`src/rtl/decoder_pkg.sv`:
```
// decoder_pkg: shared types and helpers for the 2-to-4 stream decoder.
//   buf_state_e     - output buffer occupancy (EMPTY, ONE, FULL)
//   CNT_W_DEFAULT   - default width of the per-code statistics counters
//   decode_onehot() - idle flag + 2-bit code -> 4-bit one-hot word
package decoder_pkg;

  typedef enum logic [1:0] {
    EMPTY = 2'd0,
    ONE   = 2'd1,
    FULL  = 2'd2
  } buf_state_e;

  localparam int unsigned CNT_W_DEFAULT = 16;

  // Idle words carry no active index and decode to all-zero.
  function automatic logic [3:0] decode_onehot(input logic idle, input logic [1:0] code);
    logic [3:0] word;
    word = '0;
    if (!idle) word[code] = 1'b1;
    return word;
  endfunction

endpackage

```
`src/rtl/decoder_skid_fifo.sv`:
```
// decoder_skid_fifo: 2-entry, 4-bit valid/ready buffer.
//   clk, reset             - rising-edge clock, synchronous active-high reset
//   push_valid/push_ready  - upstream handshake, push_data is the word
//   pop_valid/pop_ready    - downstream handshake, pop_data is the head word
// push_ready is combinational from the state (and low during reset);
// pop_data reads 4'b0000 whenever the buffer is empty.
module decoder_skid_fifo
  import decoder_pkg::*;
(
  input  logic       clk,
  input  logic       reset,
  input  logic       push_valid,
  output logic       push_ready,
  input  logic [3:0] push_data,
  output logic       pop_valid,
  input  logic       pop_ready,
  output logic [3:0] pop_data
);

  buf_state_e state_q, state_d;
  logic [3:0] head_q, head_d;
  logic [3:0] tail_q, tail_d;
  logic       push, pop;

  assign push_ready = !reset && (state_q != FULL);
  assign pop_valid  = (state_q != EMPTY);
  assign pop_data   = pop_valid ? head_q : '0;

  assign push = push_valid && push_ready;
  assign pop  = pop_valid && pop_ready;

  always_comb begin
    state_d = state_q;
    head_d  = head_q;
    tail_d  = tail_q;
    unique case (state_q)
      EMPTY: begin
        if (push) begin
          head_d  = push_data;
          state_d = ONE;
        end
      end
      ONE: begin
        unique case ({push, pop})
          2'b10: begin
            tail_d  = push_data;
            state_d = FULL;
          end
          2'b01: state_d = EMPTY;
          // Head leaves while the new word arrives: the new word becomes head.
          2'b11: head_d = push_data;
          default: ;
        endcase
      end
      FULL: begin
        if (pop) begin
          head_d  = tail_q;
          state_d = ONE;
        end
      end
      default: state_d = EMPTY;
    endcase
  end

  always_ff @(posedge clk) begin
    if (reset) begin
      state_q <= EMPTY;
      head_q  <= '0;
      tail_q  <= '0;
    end else begin
      state_q <= state_d;
      head_q  <= head_d;
      tail_q  <= tail_d;
    end
  end

endmodule

```
`src/rtl/decoder_2to4_stream.sv`:
```
// decoder_2to4_stream: registered 2-to-4 one-hot decoder with valid/ready
// stream interface and a 2-entry output buffer.
//   clk, reset           - rising-edge clock, synchronous active-high reset
//   in_valid/in_ready    - input handshake; in_data code, in_idle idle flag
//   out_valid/out_ready  - output handshake; out_data one-hot word
//   stat_sel/stat_count  - per-code transfer counter readout
// Optional feature macro: DECODER_STATS_EN enables the four saturating
// per-code counters; without it stat_count is tied to zero.
module decoder_2to4_stream
  import decoder_pkg::*;
#(
  parameter int unsigned CNT_W = CNT_W_DEFAULT
) (
  input  logic             clk,
  input  logic             reset,
  input  logic             in_valid,
  output logic             in_ready,
  input  logic [1:0]       in_data,
  input  logic             in_idle,
  output logic             out_valid,
  input  logic             out_ready,
  output logic [3:0]       out_data,
  input  logic [1:0]       stat_sel,
  output logic [CNT_W-1:0] stat_count
);

  logic [3:0] decoded;
  logic       in_fire;

  assign decoded = decode_onehot(in_idle, in_data);
  assign in_fire = in_valid && in_ready;

  decoder_skid_fifo u_fifo (
    .clk        (clk),
    .reset      (reset),
    .push_valid (in_valid),
    .push_ready (in_ready),
    .push_data  (decoded),
    .pop_valid  (out_valid),
    .pop_ready  (out_ready),
    .pop_data   (out_data)
  );

`ifdef DECODER_STATS_EN
  localparam logic [CNT_W-1:0] CNT_ONE = 1;

  logic [CNT_W-1:0] cnt_q [4];
  logic [CNT_W-1:0] cnt_d [4];

  always_comb begin
    for (int unsigned i = 0; i < 4; i++) begin
      cnt_d[i] = cnt_q[i];
      if (in_fire && !in_idle && (in_data == 2'(i)) && (cnt_q[i] != '1))
        cnt_d[i] = cnt_q[i] + CNT_ONE;
    end
  end

  always_ff @(posedge clk) begin
    for (int unsigned i = 0; i < 4; i++) begin
      if (reset) cnt_q[i] <= '0;
      else       cnt_q[i] <= cnt_d[i];
    end
  end

  assign stat_count = cnt_q[stat_sel];
`else
  logic unused_stat_inputs;
  assign unused_stat_inputs = ^{stat_sel, in_fire};
  assign stat_count = '0;
`endif

endmodule

```
`config.mk`:
```
export PLATFORM = sky130hd
export DESIGN_NAME = decoder_2to4_stream
export DESIGN_NICKNAME = d
export VERILOG_FILES = /design/src/rtl/decoder_pkg.sv /design/src/rtl/decoder_skid_fifo.sv /design/src/rtl/decoder_2to4_stream.sv
export SDC_FILE = /design/constraint.sdc
export NUM_CORES = 1
export LEC_CHECK = 0
export ABC_AREA = 0
export BUFFER_PORTS_ARGS = -buffer_cell sky130_fd_sc_hd__buf_2
export CAP_MARGIN = 30
export CORE_AREA = 2 2 43 45
export CTS_BUF_LIST = sky130_fd_sc_hd__clkbuf_4 sky130_fd_sc_hd__clkbuf_8 sky130_fd_sc_hd__clkbuf_16
export DETAILED_ROUTE_END_ITERATION = 10
export DIE_AREA = 0 0 45 47
export PLACE_DENSITY = 0.76
export SLEW_MARGIN = 20
export SYNTH_ARGS = -nofsm -noshare
export SYNTH_HDL_FRONTEND = slang
export SYNTH_SLANG_ARGS = --single-unit
```
`constraint.sdc`:
```
create_clock -name clk -period 1.5 [get_ports clk]
set_input_delay 0.15 -clock clk [delete_from_list [all_inputs] [get_ports clk]]
set_output_delay 0.15 -clock clk [all_outputs]
set_load 0.005 [all_outputs]
```
==> impl_metrics.env <==
export IMPL_drt_vias_per_instance=5.15
export IMPL_ios=31
export IMPL_grt_use_met3_pct=6.15
export IMPL_powerDensity_nw_per_um2=841
export IMPL_dieHeight_um=47
export IMPL_drive_above_1_share_pct=27.4
export IMPL_path_class="reg2out"
export IMPL_worstPathMaxFanout=9
export IMPL_synth_cells=83
export IMPL_hp_class="in2reg"
export IMPL_cts_buffer_depth=2
export IMPL_placed_cells=108
export IMPL_tns_ns=0
export IMPL_synth_area_top_cells="dfxtp_1, buf_4, mux2i_1"
export IMPL_stdcell_count=112
export IMPL_cts_tree="yes"
export IMPL_die_x_um=45
export IMPL_final_design_area_no_fill_um2=777
export IMPL_arrival_ns=1.27
export IMPL_grt_pass1_vias=482
export IMPL_final_common_cell="conb_1"
export IMPL_rows=15
export IMPL_grt_max_degree=11
export IMPL_port_buffers=12
export IMPL_globalRouteMet2Util_pct=23.4
export IMPL_yosys_warnings=0
export IMPL_yosysTopAreaCellShare_pct=27.3
export IMPL_netlist_area_um2=733
export IMPL_firstDrtPassIters=4
export IMPL_gr_total_overflow=0
export IMPL_leakage_nw=0.342
export IMPL_finalCriticalPeriod_ns=1.42
export IMPL_synth_top_area_cell="dfxtp_1"
export IMPL_rsz0062_at_grt="false"
export IMPL_max_cap_violations=0
export IMPL_start_kind="flip-flop"
export IMPL_slew_viol_final=0
export IMPL_core_um2=1650
export IMPL_finalNetCount=105
export IMPL_wirelength_um=1340
export IMPL_antenna_found_initial=0
export IMPL_drt_iter0_drc=9
export IMPL_top_usage_layer="met2"
export IMPL_drc=0
export IMPL_track_usage_pct=13.6
export IMPL_die_area_um2=2120
export IMPL_met1_usage_pct=15.4
export IMPL_detail_route_antenna_nets=0
export IMPL_holdWs_ns=0.143
export IMPL_yosysUniqueCellTypes=29
export IMPL_ys_ff_latch=10
export IMPL_synth_seq_area_share_pct=27.3
export IMPL_irDropWorstVdd_mv=0.554
export IMPL_required_ns=1.35
export IMPL_tightest_slew_ns=0.498
export IMPL_hold_viol=0
export IMPL_status="completed"
export IMPL_crit_chain="nand2b_2 -> and2_1 -> buf_2"
export IMPL_slowest_delay_ns=0.49
export IMPL_syn_avg_cell_area_um2=8.83
export IMPL_clock_skew_ns=0.00613
export IMPL_clock_latency_ns=0.27
export IMPL_cts_setup_buffers=0
export IMPL_initial_utilization_pct=44.4
export IMPL_ctsHtreeMaxLevel=1
export IMPL_cp_top_family="flip-flops"
export IMPL_clock_fmax_ghz=0.706
export IMPL_cp_buffers_inverters=1
export IMPL_slew_headroom_pct=66.7
export IMPL_placed_area_um2=737
export IMPL_mostFrequentLayoutCells="conb_1, buf_2, dfxtp_1"
export IMPL_finalSetupViolations=0
export IMPL_vias=577
export IMPL_critical_path_slowest_cell="dfxtp_1"
export IMPL_path_clk_slew_ns=0.07
export IMPL_syn2layout_area_growth_pct=5.97
export IMPL_wl_per_cell_um=12.0
export IMPL_place_gp_congestion=0.722
export IMPL_cts_root_buf="clkbuf_4"
export IMPL_cts_made_buffers=3
export IMPL_antenna_cells=0
export IMPL_cts_num_sinks=10
export IMPL_period_share_pct=94.4
export IMPL_grt_pass1_wl_um=2040
export IMPL_endpoint_kind="output port"
export IMPL_place_hpwl_um=995
==> stage by stage <==
stage	util [%]	setup WS (ns)	power [mW]
after floorplan	-	0.249	0.411
after global placement	44.6	0.176	0.411
after detailed placement	44.6	0.125	0.416
after CTS	47.0	0.0743	0.661
after global routing	47.0	0.00221	0.692
final	47.0	0.0833	0.653
==> layer usage <==
layer / share of wire (%) / vias up
met4: 0.74 / 0
li1: - / 288
met1: 42 / 261
met3: 8.0 / 2
met5: 0 / -
met2: 50 / 26
==> final timing paths <==
path | start | endpoint | slack (ns) | cells after the start
max | u_fifo.state_q[0] | in_ready | 0.08 | 3
min | out_ready | u_fifo.state_q[1] | 0.14 | 2
max reg2reg | u_fifo.state_q[0] | u_fifo.head_q[2] | 0.13 | 3
min reg2reg | u_fifo.tail_q[0] | u_fifo.tail_q[0] | 0.48 | 2
==> report_power, final <==
group / total [mW] / internal, mW / switching (mW)
Sequential: 0.292 / 0.279 / 0.0128
Combinational: 0.120 / 0.0531 / 0.0673
Clock: 0.241 / 0.147 / 0.0933
Total: 0.653 / 0.480 / 0.173
==> cells in the mapped netlist <==
master	number
a211oi_1	1
a21oi_1	5
a21oi_2	4
and2_1	1
and3b_1	1
and3b_4	1
buf_2	2
buf_4	16
clkbuf_1	1
conb_1	1
dfxtp_1	10
inv_1	2
mux2i_1	5
nand2_1	1
nand2b_1	1
nand3_1	4
nand3b_1	1
nor2_1	2
nor2b_1	5
nor3_1	1
nor3b_1	3
nor4b_2	1
nor4bb_4	1
o21a_1	1
o21ai_1	4
o41ai_1	4
or2b_1	1
or3_4	1
or3b_1	2
==> flip-flops by register name, summed over array words and instances, names as in the netlist <==
name            cells
u_fifo.head_q       4
u_fifo.tail_q       4
u_fifo.state_q      2
==> final cells by class <==
cell class                 instances  area (um^2)
clock buffer                       4         36.3
multi-input combinational         67          450
fill                             163          875
tap                               17         21.3
sequential                        10          201
timing repair buffer              12         60.1
inverter                           2         7.51
==> repair_timing <==
item,in CTS,in global routing
hold buffers,0,0
endpoints found under the setup margin,1,0
hold endpoints to repair,0,0
resized for setup,2,0
==> logic make-up (layout without fill, tap and decap cells) <==
| group | Yosys count | count (layout) | share of synthesized area, % |
|---|---|---|---|
| muxes | 5 | 5 | 6.83 |
| other | 1 | 16 | 0.511 |
| DFF | 10 | 10 | 27.3 |
| and+or+nand+nor | 27 | 27 | 28.3 |
| buffers and inverters | 21 | 18 | 19.3 |
| AOI/OAI and AO/OA | 19 | 19 | 17.7 |
No activity file was read; power rests on OpenSTA's default activity.
